## src/rtl/hazard_pkg.sv

```systemverilog
// Shared encodings for the MIPS hazard controller: opcodes, functs, Tuse/Tnew,
// forwarding selects and the per-stage tracking record.
package hazard_pkg;

    localparam logic [5:0] OP_RTYPE = 6'b000000;
    localparam logic [5:0] OP_ORI   = 6'b001101;
    localparam logic [5:0] OP_ADDI  = 6'b001000;
    localparam logic [5:0] OP_ADDOI = 6'b110111;
    localparam logic [5:0] OP_LW    = 6'b100011;
    localparam logic [5:0] OP_LB    = 6'b100000;
    localparam logic [5:0] OP_SW    = 6'b101011;
    localparam logic [5:0] OP_SB    = 6'b101000;
    localparam logic [5:0] OP_BEQ   = 6'b000100;
    localparam logic [5:0] OP_BNE   = 6'b000101;
    localparam logic [5:0] OP_BGTZ  = 6'b000111;
    localparam logic [5:0] OP_JAL   = 6'b000011;
    localparam logic [5:0] OP_LUI   = 6'b001111;

    localparam logic [5:0] FN_SLL   = 6'b000000;
    localparam logic [5:0] FN_JR    = 6'b001000;
    localparam logic [5:0] FN_JALR  = 6'b001001;
    localparam logic [5:0] FN_MFHI  = 6'b010000;
    localparam logic [5:0] FN_MTHI  = 6'b010001;
    localparam logic [5:0] FN_MFLO  = 6'b010010;
    localparam logic [5:0] FN_MTLO  = 6'b010011;
    localparam logic [5:0] FN_MULT  = 6'b011000;
    localparam logic [5:0] FN_MULTU = 6'b011001;
    localparam logic [5:0] FN_DIV   = 6'b011010;
    localparam logic [5:0] FN_DIVU  = 6'b011011;
    localparam logic [5:0] FN_ADD   = 6'b100000;
    localparam logic [5:0] FN_SUB   = 6'b100010;
    localparam logic [5:0] FN_XOR   = 6'b100110;
    localparam logic [5:0] FN_SLT   = 6'b101010;

    localparam logic [1:0] TUSE_0 = 2'd0;
    localparam logic [1:0] TUSE_1 = 2'd1;
    localparam logic [1:0] TUSE_2 = 2'd2;
    localparam logic [1:0] TNEW_0 = 2'd0;
    localparam logic [1:0] TNEW_1 = 2'd1;
    localparam logic [1:0] TNEW_2 = 2'd2;

    localparam logic [1:0] FWD_RF = 2'b00;
    localparam logic [1:0] FWD_E  = 2'b01;
    localparam logic [1:0] FWD_M  = 2'b10;
    localparam logic [1:0] FWD_W  = 2'b11;

    typedef struct packed {
        logic [4:0] dest;
        logic [4:0] rs;
        logic [4:0] rt;
        logic [1:0] tnew;
        logic       is_md;
        logic       is_div;
    } stage_t;

    function automatic logic [1:0] tnew_dec(input logic [1:0] t);
        return (t == 2'd0) ? 2'd0 : t - 2'd1;
    endfunction

endpackage

```

## src/rtl/instr_class_decoder.sv

```systemverilog
// Classifies a D-stage instruction into dest / sources / Tuse / Tnew.
// Purely combinational, zero latency; no flow control.
module instr_class_decoder
    import hazard_pkg::*;
(
    input  logic [31:0] instr,
    output logic [4:0]  dest,
    output logic [4:0]  src_rs,
    output logic [4:0]  src_rt,
    output logic [1:0]  tuse_rs,
    output logic [1:0]  tuse_rt,
    output logic [1:0]  tnew,
    output logic        is_md,
    output logic        is_div,
    output logic        is_mdu_op
);

    logic [5:0] op, fn;
    logic [4:0] rs_f, rt_f, rd_f;
    logic calc_r, calc_i, load, store, branch, jal, jr, jalr, lui, md, mf, mt;
    logic use_rs, use_rt;
    logic unused_fields;

    assign op   = instr[31:26];
    assign fn   = instr[5:0];
    assign rs_f = instr[25:21];
    assign rt_f = instr[20:16];
    assign rd_f = instr[15:11];
    assign unused_fields = ^instr[10:6];

    always_comb begin
        calc_r = 1'b0; calc_i = 1'b0; load = 1'b0; store = 1'b0;
        branch = 1'b0; jal = 1'b0; jr = 1'b0; jalr = 1'b0;
        lui = 1'b0; md = 1'b0; mf = 1'b0; mt = 1'b0;
        if (op == OP_RTYPE) begin
            case (fn)
                FN_ADD, FN_SUB, FN_XOR, FN_SLL, FN_SLT: calc_r = 1'b1;
                FN_JR:                                  jr     = 1'b1;
                FN_JALR:                                jalr   = 1'b1;
                FN_MULT, FN_MULTU, FN_DIV, FN_DIVU:     md     = 1'b1;
                FN_MFHI, FN_MFLO:                       mf     = 1'b1;
                FN_MTHI, FN_MTLO:                       mt     = 1'b1;
                default: ;
            endcase
        end else begin
            case (op)
                OP_ORI, OP_ADDI, OP_ADDOI:  calc_i = 1'b1;
                OP_LW, OP_LB:               load   = 1'b1;
                OP_SW, OP_SB:               store  = 1'b1;
                OP_BEQ, OP_BNE, OP_BGTZ:    branch = 1'b1;
                OP_JAL:                     jal    = 1'b1;
                OP_LUI:                     lui    = 1'b1;
                default: ;
            endcase
        end
    end

    always_comb begin
        dest = 5'd0;
        if (calc_r || jalr || mf)
            dest = rd_f;
        else if (calc_i || load || lui)
            dest = rt_f;
        else if (jal)
            dest = 5'd31;
    end

    // Unused sources are reported as $0, which can never stall or forward.
    assign use_rs  = calc_r | calc_i | load | store | branch | jr | jalr | md | mt;
    assign use_rt  = calc_r | store | md | (branch & (op != OP_BGTZ));
    assign src_rs  = use_rs ? rs_f : 5'd0;
    assign src_rt  = use_rt ? rt_f : 5'd0;
    assign tuse_rs = (branch || jr || jalr) ? TUSE_0 : TUSE_1;
    assign tuse_rt = store ? TUSE_2 : (branch ? TUSE_0 : TUSE_1);

    always_comb begin
        tnew = TNEW_0;
        if (load)
            tnew = TNEW_2;
        else if (calc_r || calc_i || lui || mf)
            tnew = TNEW_1;
    end

    assign is_md     = md;
    assign is_div    = md & ((fn == FN_DIV) || (fn == FN_DIVU));
    assign is_mdu_op = md | mf | mt;

endmodule

```

## src/rtl/hazard_unit.sv

```systemverilog
// 5-stage MIPS hazard controller: stall/bubble, D/E/M forwarding, MDU busy interlock.
// Stall and forwarding are combinational; stage tracking updates on the next clk edge.
// Optional perf counters under HAZARD_PERF_EN.
module hazard_unit
    import hazard_pkg::*;
#(
    parameter int MUL_CYCLES = 5,
    parameter int DIV_CYCLES = 10,
    parameter int CNT_W      = 4
) (
    input  logic        clk,
    input  logic        reset,
`ifdef HAZARD_PERF_EN
    output logic [31:0] perf_stall_cnt,
    output logic [31:0] perf_mdu_stall_cnt,
`endif
    input  logic [31:0] instr_d,
    output logic        stall,
    output logic        bubble_e,
    output logic [1:0]  fwd_rs_d,
    output logic [1:0]  fwd_rt_d,
    output logic [1:0]  fwd_rs_e,
    output logic [1:0]  fwd_rt_e,
    output logic        fwd_rt_m,
    output logic        mdu_start_e,
    output logic        mdu_busy,
    output logic [4:0]  regaddr_e,
    output logic [4:0]  regaddr_m,
    output logic [4:0]  regaddr_w
);

    localparam logic [CNT_W-1:0] MUL_LOAD = CNT_W'(MUL_CYCLES);
    localparam logic [CNT_W-1:0] DIV_LOAD = CNT_W'(DIV_CYCLES);

    logic [4:0] dec_dest, dec_rs, dec_rt;
    logic [1:0] dec_tuse_rs, dec_tuse_rt, dec_tnew;
    logic       dec_md, dec_div, dec_mdu_op;

    instr_class_decoder u_dec (
        .instr     (instr_d),
        .dest      (dec_dest),
        .src_rs    (dec_rs),
        .src_rt    (dec_rt),
        .tuse_rs   (dec_tuse_rs),
        .tuse_rt   (dec_tuse_rt),
        .tnew      (dec_tnew),
        .is_md     (dec_md),
        .is_div    (dec_div),
        .is_mdu_op (dec_mdu_op)
    );

    stage_t e_q, e_d, m_q, m_d, w_q, w_d;
    logic [CNT_W-1:0] cnt_q, cnt_d;
    logic rs_hz, rt_hz, mdu_hz;
    logic unused_w;

    function automatic logic src_hazard(input logic [4:0] s, input logic [1:0] tuse,
                                        input stage_t e, input stage_t m);
        return (s != 5'd0) &&
               (((e.dest == s) && (e.tnew > tuse)) || ((m.dest == s) && (m.tnew > tuse)));
    endfunction

    function automatic logic [1:0] fwd_sel_d(input logic [4:0] s, input stage_t e, input stage_t m);
        if (s != 5'd0 && e.dest == s && e.tnew == TNEW_0)
            return FWD_E;
        else if (s != 5'd0 && m.dest == s && m.tnew == TNEW_0)
            return FWD_M;
        return FWD_RF;
    endfunction

    // W always has its result ready, so its Tnew is never consulted.
    function automatic logic [1:0] fwd_sel_e(input logic [4:0] s, input stage_t m, input stage_t w);
        if (s != 5'd0 && m.dest == s && m.tnew == TNEW_0)
            return FWD_M;
        else if (s != 5'd0 && w.dest == s)
            return FWD_W;
        return FWD_RF;
    endfunction

    assign rs_hz  = src_hazard(dec_rs, dec_tuse_rs, e_q, m_q);
    assign rt_hz  = src_hazard(dec_rt, dec_tuse_rt, e_q, m_q);
    assign mdu_hz = dec_mdu_op && (mdu_start_e || mdu_busy);

    assign stall       = rs_hz | rt_hz | mdu_hz;
    assign bubble_e    = stall;
    assign fwd_rs_d    = fwd_sel_d(dec_rs, e_q, m_q);
    assign fwd_rt_d    = fwd_sel_d(dec_rt, e_q, m_q);
    assign fwd_rs_e    = fwd_sel_e(e_q.rs, m_q, w_q);
    assign fwd_rt_e    = fwd_sel_e(e_q.rt, m_q, w_q);
    assign fwd_rt_m    = (m_q.rt != 5'd0) && (w_q.dest == m_q.rt);
    assign mdu_start_e = e_q.is_md;
    assign mdu_busy    = (cnt_q != '0);
    assign regaddr_e   = e_q.dest;
    assign regaddr_m   = m_q.dest;
    assign regaddr_w   = w_q.dest;
    assign unused_w    = ^{w_q.rs, w_q.rt, w_q.tnew, w_q.is_md, w_q.is_div};

    always_comb begin
        e_d = '0;
        if (!stall)
            e_d = '{dest: dec_dest, rs: dec_rs, rt: dec_rt, tnew: dec_tnew,
                    is_md: dec_md, is_div: dec_div};
        m_d      = e_q;
        m_d.tnew = tnew_dec(e_q.tnew);
        w_d      = m_q;
        w_d.tnew = tnew_dec(m_q.tnew);
    end

    // The load happens regardless of stall: the op in E has already issued.
    always_comb begin
        cnt_d = cnt_q;
        if (e_q.is_md)
            cnt_d = e_q.is_div ? DIV_LOAD : MUL_LOAD;
        else if (cnt_q != '0)
            cnt_d = cnt_q - CNT_W'(1);
    end

    always_ff @(posedge clk) begin
        if (reset) begin
            e_q   <= '0;
            m_q   <= '0;
            w_q   <= '0;
            cnt_q <= '0;
        end else begin
            e_q   <= e_d;
            m_q   <= m_d;
            w_q   <= w_d;
            cnt_q <= cnt_d;
        end
    end

`ifdef HAZARD_PERF_EN
    logic [31:0] perf_stall_q, perf_stall_d, perf_mdu_q, perf_mdu_d;

    always_comb begin
        perf_stall_d = perf_stall_q + {31'd0, stall};
        perf_mdu_d   = perf_mdu_q + {31'd0, mdu_hz & ~rs_hz & ~rt_hz};
    end

    always_ff @(posedge clk) begin
        if (reset) begin
            perf_stall_q <= '0;
            perf_mdu_q   <= '0;
        end else begin
            perf_stall_q <= perf_stall_d;
            perf_mdu_q   <= perf_mdu_d;
        end
    end

    assign perf_stall_cnt     = perf_stall_q;
    assign perf_mdu_stall_cnt = perf_mdu_q;
`endif

endmodule
```

## config.mk

```make
export PLATFORM = sky130hd
export DESIGN_NAME = hazard_unit
export DESIGN_NICKNAME = d
export VERILOG_FILES = /design/src/rtl/hazard_pkg.sv /design/src/rtl/instr_class_decoder.sv /design/src/rtl/hazard_unit.sv
export SDC_FILE = /design/constraint.sdc
export NUM_CORES = 1
export LEC_CHECK = 0
export CAP_MARGIN = 20
export CORE_ASPECT_RATIO = 0.7
export CORE_MARGIN = 8
export CORE_UTILIZATION = 50
export DETAILED_ROUTE_END_ITERATION = 6
export PLACE_DENSITY = 0.79
export SETUP_SLACK_MARGIN = 0.4
export SYNTH_ARGS = -nofsm -noshare
export SYNTH_HDL_FRONTEND = slang
export SYNTH_SLANG_ARGS = --single-unit
```

## constraint.sdc

```tcl
create_clock -name clk -period 15.38 [get_ports clk]
set_input_delay 4.614 -clock clk [delete_from_list [all_inputs] [get_ports clk]]
set_output_delay 4.614 -clock clk [all_outputs]
set_load 0.01 [all_outputs]
```

==> reports/qor.yml, run 1 <==
sta:
  fin_crit_sh: 0.832
  rsz0062_at_grt: "no"
  tns_ps: 0
  holdWs_ps: 422
  setup-violations-final: 0
  timing.fmax_mhz: 78.1
  final_hold_viol_count: 0
  worstMarginPinSlew_ps: 924
  slew_headroom: 0.381
  skew_ps: 6.06
  drv_slew: 0
  min_period_ps: 12800
floorplan:
  dieArea_mm2: 0.00837
  core-area_mm2: 0.00561
  pin_count: 62
  die_w_um: 106
  die_y_um: 79.0
  initial_core_util: 0.505
  num_rows: 23
clock_tree:
  clk_pin_slew_ps: 70
  cts-buffers-inserted: 5
  ctsLongestPathBuffers: 2
  cts-hold-fix-buffers: 0
  cts_num_sinks: 40
  cts_tree: "yes"
  post-cts-setup-buffers: 0
  clk-insertion-delay-late_ps: 290
  postCtsResizedCells: 0
  cts_root_buf: "clkbuf_8"
  cts_max_level: 2
routing:
  drc_errors: 0
  vias: 2632
  viasPerCell: 5.76
  drt-total-wl_mm: 7.61
  wire_per_inst_um: 16.6
  dr.first_iter.drc_count: 243
  dr.pass1.iters: 5
  ant_nets: 0
critical_path:
  cp_max_fo: 12
  required_ps: 10770
  critPathLaunch: "instr_d[29]"
  arrival_ps: 8180
  start_kind: "input port"
  end_kind: "output pin"
  reg2reg_from: "regaddr_m[4]"
  criticalPathCategory: "in -> out"
pwr:
  p_leak_nw: 1.31
  vdd_drop_max_v: 0.0000408
  powerDensity_mw_per_mm2: 79.7
status:
  status: "finished clean"
global_routing:
  grt_pass1_vias: 2562
  grt_max_degree: 41
  grt_use_total: 0.184
  antenna_found_initial: 0
  overflow: 0
  grt_pass1_wl_mm: 12.5
logic_synthesis:
  yosys_warnings: 0
  yosys_register_bits: 40
  synth_edf_count: 0
  syn-cell-area_mm2: 0.00283
  syn_inst: 346
  syn_nets: 389
  synth_ff_type: "dfxtp_1"
  avgSynthCellArea_um2: 8.19
  synth.distinct_cells: 58
  async_flop_share: 0
  ys_seq_area_frac: 0.283
finish:
  fin_util: 0.609
  nets: 424
  layout_commonest_cell: "clkdlybuf4s50_1"
  drive_gt1_frac: 0.0602
  layout_common_cells: "clkdlybuf4s50_1, dfxtp_1, nor2_1"
  area_growth_pct: 20.6
  antenna_cells: 0
placement:
  place_congestion: 0.884
  dp_hpwl_mm: 5.76
  io_buffers: 56
min_path:
  min_path_type: "reg -> reg"
  hp-start: "e_q[2]"
run:
  maxCapViolations: 0
[registers in the layout, indices dropped and copies added (netlist names)]
signal / cells
regaddr_w: 5
regaddr_m: 5
mdu_start_e: 1
m_q: 7
regaddr_e: 5
cnt_q: 4
e_q: 13
[routing by layer]
layer	vias to the layer above	routed length (um)	GRT usage
met3	15	466	0.0412
met5	-	0	0
met1	1241	3550	0.235
met4	0	125	0.0671
li1	1289	-	-
met2	87	3470	0.300
[cell type report]
| class | instances | area, um^2 |
|---|---|---|
| inverters | 13 | 48.8 |
| clock buffers | 8 | 90.1 |
| well taps | 75 | 93.8 |
| fillers | 507 | 2190 |
| multi-input cells | 264 | 1820 |
| flip-flops and latches | 40 | 801 |
| repair buffers | 57 | 568 |
[cells by family (layout without fill, tap and decap cells)]
kind of cell | after synthesis | count (layout) | synth area share
AO/OA/AOI/OAI | 55 | 55 | 0.157
XOR/XNOR | 43 | 43 | 0.133
adder cells (fa/ha/maj) | 9 | 9 | 0.0397
buffers and inverters | 42 | 78 | 0.0764
flip-flops | 40 | 40 | 0.283
AND/OR/NAND/NOR | 157 | 157 | 0.311
[cell usage after synthesis, types with 6 or more instances]
cell	number	area [um^2]
clkbuf_1	11	41.3
nand2_1	19	71.3
buf_4	12	90.1
xnor2_1	25	219
nor3_1	22	110
nand3_1	19	95.1
or4b_1	6	60.1
xor2_1	18	158
nand4_1	7	43.8
inv_1	13	48.8
nor2b_1	22	138
a21oi_1	14	70.1
nor2_1	29	109
dfxtp_1	40	801
ha_1	9	113
nor4_1	7	43.8
[power breakdown]
part / total, mW / internal (mW) / leakage (nW) / switching (mW)
Clock: 0.0707 / 0.0365 / 0.0455 / 0.0342
Sequential: 0.116 / 0.110 / 0.324 / 0.00589
Combinational: 0.0860 / 0.0416 / 0.938 / 0.0445
[worst paths after layout]
path | to | slack [ps] | cells past startpoint
max | bubble_e | 2580 | 9
min | m_q[2] | 420 | 1
max reg2reg | e_q[7] | 12980 | 8
min reg2reg | m_q[2] | 420 | 1
[through the flow]
| step | setup WS [ps] | total power, mW | cells | area [um^2] |
|---|---|---|---|---|
| final | 2580 | 0.273 | 457 | 3420 |
| after global routing | 2380 | 0.289 | 457 | 3420 |
| after CTS | 2610 | 0.273 | 457 | 3420 |
| after detailed placement | 2620 | 0.203 | 449 | 3330 |
| after global placement | 2670 | 0.198 | 449 | 3330 |
| after floorplan | 3980 | 0.173 | 346 | 2830 |
[worst max-delay path, stage by stage]
cell and delay (ps):
clkdlybuf4s50_1 620, nor4_4 430, nand2_1 160, o21ai_4 280
nor2_4 90, nor2_1 640, and4_1 580, nand3b_1 190
clkdlybuf4s50_1 570
No activity file was read; power rests on OpenSTA's default activity.
==> run 2: changes to the inputs <==
clock period = 12.4 ns   (was 15.38 ns; I/O delays follow)
==> run 2 against run 1 <==
  * Final cell count down 0.22%
  * Combinational power up 21%
  * Global-route usage down 0.89 points
  * Register-to-register slack worse by 2900 ps
  * Non-clock buffer count unchanged
  * Worst hold slack better by 8.5 ps
  * Cell area down 0.37%
  * Clock power up 14%
  * Largest cell class unchanged
  * Largest power group unchanged
  * Highest routed layer unchanged
==> reports/qor.yml, run 2 (synthesis gave the netlist of run 1 again) <==
pwr:
  vdd_drop_max_v: 0.0000456  # +12%
  powerDensity_mw_per_mm2: 96.5  # +21%
  p_leak_nw: 1.30  # -0.34%
critical_path:
  critPathTopFamily: "simple AND/OR/NAND/NOR gates"
  max_stage_delay_ps: 640  # about the same
  reg2reg_from: "regaddr_m[4]"
  crit_path_cell_trace: "clkdlybuf4s50_1 > nor4_4 > nand2_1 > o21ai_4 > nor2_4 > nor2_1 > and4_1 > nand3b_1 > clkdlybuf4s50_1"
  critPathSlowestCell: "nor2_1"
  required_ps: 8680  # -2090 ps
  cpMostUsedCell: "clkdlybuf4s50_1"
  critPathLaunch: "instr_d[29]"
  critPathBufInv: 2  # unchanged
  criticalPathCategory: "in -> out"
  arrival_ps: 7330  # -850 ps
  start_kind: "input port"
  end_kind: "output pin"
  cp_max_fo: 12  # unchanged
sta:
  timing.fmax_mhz: 90.5
  rsz0062_at_grt: "no"
  min_period_ps: 11050
  tns_ps: 0  # unchanged
  skew_ps: 7.07  # +1.01 ps
  fin_crit_sh: 0.891
  finalWorstSetupSlack_ps: 1350  # -1230 ps
  setup-violations-final: 0  # unchanged
  slew_headroom: 0.405  # +0.0238
  final_hold_viol_count: 0  # unchanged
  worstMarginPinSlew_ps: 888  # -35.6 ps
  drv_slew: 0  # unchanged
placement:
  dp_hpwl_mm: 5.76  # about the same
  pre_cts_slack_ps: 1460  # -1170 ps
  io_buffers: 56  # unchanged
  place_congestion: 0.905  # +2.3%
clock_tree:
  postCtsResizedCells: 0  # unchanged
  cts-buffers-inserted: 5  # unchanged
  clk_pin_slew_ps: 70  # about the same
  cts_root_buf: "clkbuf_8"
  ctsLongestPathBuffers: 2  # unchanged
  post-cts-setup-buffers: 0  # unchanged
  clk-insertion-delay-late_ps: 290  # about the same
  cts-hold-fix-buffers: 0  # unchanged
  cts_tree: "yes"
  cts_max_level: 2  # unchanged
  cts_num_sinks: 40  # unchanged
finish:
  drive_gt1_frac: 0.0604  # +0.000158
  layout_common_cells: "clkdlybuf4s50_1, dfxtp_1, nor2_1"
  regMostFlops: "e_q"
  reg.largest.list: "e_q (13), m_q (7)"
  fin_util: 0.607  # -0.00223
  nets: 424  # unchanged
  largest_reg_flops: 13  # unchanged
  antenna_cells: 0  # unchanged
  area_growth_pct: 20.2
  layout_commonest_cell: "clkdlybuf4s50_1"
routing:
  drt-total-wl_mm: 7.42  # -2.5%
  ant_nets: 0  # unchanged
  vias: 2585  # -1.8%
  dr.pass1.iters: 4  # -1
  drc_errors: 0  # unchanged
  wire_per_inst_um: 16.3  # -2.2%
  viasPerCell: 5.67  # -1.6%
  dr.first_iter.drc_count: 237  # -2.5%
run:
  maxCapViolations: 0  # unchanged
floorplan:
  die_w_um: 106  # unchanged
  num_rows: 23  # unchanged
  dieArea_mm2: 0.00837  # unchanged
  initial_core_util: 0.505  # unchanged
  core-area_mm2: 0.00561  # unchanged
  die_y_um: 79.0  # unchanged
  pin_count: 62  # unchanged
min_path:
  hp-start: "e_q[2]"
  min_path_type: "reg -> reg"
status:
  status: "finished clean"
global_routing:
  antenna_found_initial: 0  # unchanged
  grt_max_degree: 41  # unchanged
  grt_use_total: 0.175  # -0.00895
  overflow: 0  # unchanged
  grt_pass1_vias: 2491  # -2.8%
  grt_pass1_wl_mm: 12.2  # -2.5%
## run 2: cell types whose count changed in the layout (fill, tap and decap cells not counted), sizes merged
cell,before,now
clkbuf,8,6
clkinv,0,1
## run 2: final timing paths
kind / endpoint / slack [ps] / cells after the start
setup / recovery: bubble_e / 1350 / 9
hold / removal: m_q[2] / 430 / 1
setup reg to reg: e_q[6] / 10040 / 8
hold reg to reg: m_q[2] / 430 / 1
## run 2: layout make-up
| cell class | instances | area (um^2) |
|---|---|---|
| clock inverters | 1 | 5.00 |
| well taps | 75 | 93.8 |
| multi-input cells | 264 | 1820 |
| repair buffers | 57 | 568 |
| inverters | 13 | 48.8 |
| flip-flops and latches | 40 | 801 |
| fillers | 498 | 2210 |
| clock buffers | 6 | 72.6 |
## run 2: per-layer routing
layer  vias up  global-route usage  wire [um]
li1       1283                   -          -
met1      1223               0.224       3340
met2        73               0.295       3540
met3         6              0.0477        502
met4         0              0.0266         36
met5         -                   0          0
## run 2: worst reg2reg max path: stages, from the launching register on
cell and delay (ps):
dfxtp_1 540, xnor2_1 180, nand3_1 90, nor3_1 260, nand2_1 120, o21a_1 120
o31ai_1 650, or4b_1 220, a21oi_1 40
## run 2: report_power, final
part           total, mW  switching (mW)  internal, mW  leakage, nW
Combinational      0.104          0.0530        0.0513        0.938
Sequential         0.143         0.00711         0.136        0.324
Clock             0.0809          0.0426        0.0382       0.0410
Total              0.329           0.103         0.226         1.30
## run 2: through the flow
stage	power (mW)	instance area, um^2	hold slack (ps)	cells
final	0.329	3410	430	456
after global routing	0.350	3410	444	456
after CTS	0.330	3410	429	456
after detailed placement	0.251	3330	418	449
after global placement	0.246	3330	412	449
after floorplan	0.215	2830	397	346
==> run 3: changes to the inputs <==
CORE_MARGIN = default   (was 8)
CTS_CLUSTER_DIAMETER = 40   (was default)
==> run 3 against run 2 <==
  * Worst setup slack improved by 78 ps
  * Combinational power about the same
  * Clock-buffer cell count increased by 1
  * Power increased by 10%
  * Sequential share of layout area decreased by 0.31 points
  * Global-route usage increased by 6.2 points
  * Sequential power about the same
  * Largest power group unchanged
  * Highest routed layer unchanged
==> reports/qor.yml, run 3 (synthesis gave the netlist of run 1 again) <==
finish:
  seqCellArea_um2: 801  # unchanged
  reg.largest.list: "e_q (13), m_q (7)"
  drive_gt1_frac: 0.0654  # +0.00508
  fill_cells: 488  # -2.0%
  fin_util: 0.646  # +0.0393
  layout_commonest_cell: "clkdlybuf4s50_1"
  area_growth_pct: 21.8
  final_cell_area_mm2: 0.00345  # +1.3%
  final_cell_count_no_fill: 454  # -0.44%
  nets: 424  # unchanged
  antenna_cells: 0  # unchanged
  layout_common_cells: "clkdlybuf4s50_1, dfxtp_1, nor2_1"
  largest_reg_flops: 13  # unchanged
  multiInputGateArea_mm2: 0.00182  # unchanged
  regMostFlops: "e_q"
floorplan:
  num_rows: 22  # -4.3%
  initial_core_util: 0.531  # +0.0257
  pin_count: 62  # unchanged
  core-area_mm2: 0.00534  # -4.8%
  dieArea_mm2: 0.00598  # -29%
  die_w_um: 92.0  # -13%
  die_y_um: 65.0  # -18%
sta:
  skew_ps: 4.70  # -2.37 ps
  finalWorstSetupSlack_ps: 1430  # +77.6 ps
  fin_crit_sh: 0.885  # -0.00626
  holdWs_ps: 418  # -12.0 ps
  drv_slew: 0  # unchanged
  slew_headroom: 0.386  # -0.0188
  timing.fmax_mhz: 91.1  # +0.71%
  setup-violations-final: 0  # unchanged
  rsz0062_at_grt: "no"
  min_period_ps: 10970  # -77.6 ps
  worstMarginPinSlew_ps: 916  # +28.1 ps
  tns_ps: 0  # unchanged
  final_hold_viol_count: 0  # unchanged
pwr:
  vdd_drop_max_v: 0.0000461  # +1.2%
  p_leak_nw: 1.33  # +1.8%
  p_switching_mw: 0.104  # +1.2%
  intPower_mw: 0.259  # +14%
  powerDensity_mw_per_mm2: 105  # +8.9%
  seq_power_share: 0.396  # -0.041
  p_comb_frac: 0.285  # -0.032
  clockPowerShare: 0.319  # +0.073
  swShare: 0.287  # -0.0257
  power_mw: 0.363  # +10%
min_path:
  hold_depth: 1  # unchanged
  hold_path_end: "m_q[2]"
  min_path_type: "reg -> reg"
  hp-start: "e_q[2]"
routing:
  wire_per_inst_um: 14.9  # -8.2%
  drt-total-wl_mm: 6.78  # -8.6%
  ant_nets: 0  # unchanged
  vias: 2572  # -0.50%
  dr.first_iter.drc_count: 118  # -50%
  viasPerCell: 5.67  # about the same
  drc_errors: 0  # unchanged
  dr.pass1.iters: 4  # unchanged
critical_path:
  worstReg2RegEnd: "e_q[7]"
  start_kind: "input port"
  crit_path_cell_trace: "clkdlybuf4s50_1 > nor4_4 > nand2_1 > o21ai_4 > nor2_4 > nor2_1 > and4_1 > nand3b_1 > clkdlybuf4s50_1"
  end_kind: "output pin"
  required_ps: 8680  # about the same
  criticalPathCategory: "in -> out"
  cp_max_fo: 12  # unchanged
  worst-r2r-setup-slack_ps: 10010  # -30 ps
  ff2ff_path_depth: 8  # unchanged
  cpMostUsedCell: "clkdlybuf4s50_1"
  arrival_ps: 7250  # -80 ps
  critPathSlowestCell: "nor2_1"
  reg2reg_from: "regaddr_m[4]"
  max_stage_delay_ps: 640  # about the same
clock_tree:
  clk_pin_slew_ps: 80  # about the same
  postCtsResizedCells: 0  # unchanged
  cts-buffers-inserted: 5  # unchanged
  clk-insertion-delay-late_ps: 290  # about the same
  cts-hold-fix-buffers: 0  # unchanged
  ctsLongestPathBuffers: 2  # unchanged
  cts_num_sinks: 40  # unchanged
  cts_max_level: 2  # unchanged
  cts_root_buf: "clkbuf_8"
  post-cts-setup-buffers: 0  # unchanged
  cts_tree: "yes"
placement:
  postPlaceCellArea_mm2: 0.00332  # -0.11%
  pre_cts_slack_ps: 1470  # +9.65 ps
  place_congestion: 0.864  # -4.5%
  place_inst: 446  # -0.67%
  dp_hpwl_mm: 5.23  # -9.1%
  io_buffers: 56  # unchanged
global_routing:
  grt_pass1_wl_mm: 11.3  # -7.8%
  overflow: 0  # unchanged
  grt_max_degree: 41  # unchanged
  grt_pass1_vias: 2356  # -5.4%
  antenna_found_initial: 0  # unchanged
  grt_use_total: 0.237  # +0.0623
status:
  status: "finished clean"
run:
  maxCapViolations: 0  # unchanged
run 3: cell count changes in the layout (fill, tap and decap cells not counted), sizes merged:
cell	previous run	this run
bufinv	0	1
clkinv	1	0
clkbuf	6	7
run 3: worst max-delay path, delay by kind of cell:
family / cells / cell delay [ps]
simple gates: 6 / 2080
compound gates: 1 / 250
buf+inv: 2 / 1180
run 3: worst max-delay path by stage:
stage               end  cells past startpoint  slack [ps]         from
2_1_floorplan     stall                     12        2790  instr_d[28]
3_3_place_gp   bubble_e                      9        1490  instr_d[29]
3_5_place_dp      stall                      9        1470  instr_d[29]
4_1_cts           stall                      9        1450  instr_d[29]
5_1_grt           stall                      9        1190  instr_d[29]
6_report          stall                      9        1430  instr_d[29]
run 3: area by class of cell:
type | count | area share
clock inverters | 1 | 0.00870
repair buffers | 57 | 0.165
inverters | 13 | 0.0141
flip-flops and latches | 40 | 0.232
clock buffers | 7 | 0.0279
multi-input cells | 264 | 0.526
well taps | 72 | 0.0261
run 3: power groups by stage:
stage | Clock [mW] | Combinational, mW | Sequential (mW)
2_1_floorplan | 0 | 0.0704 | 0.145
3_3_place_gp | 0 | 0.0987 | 0.146
3_5_place_dp | 0 | 0.103 | 0.146
4_1_cts | 0.118 | 0.103 | 0.143
5_1_grt | 0.123 | 0.115 | 0.144
6_report | 0.116 | 0.103 | 0.144
run 3: per-layer routing:
metal	global-route usage	up-vias	share of wire
met4	0.0352	0	0.0078
met1	0.333	1202	0.50
met2	0.385	68	0.44
li1	-	1295	-
met5	0	-	0
met3	0.0458	7	0.047
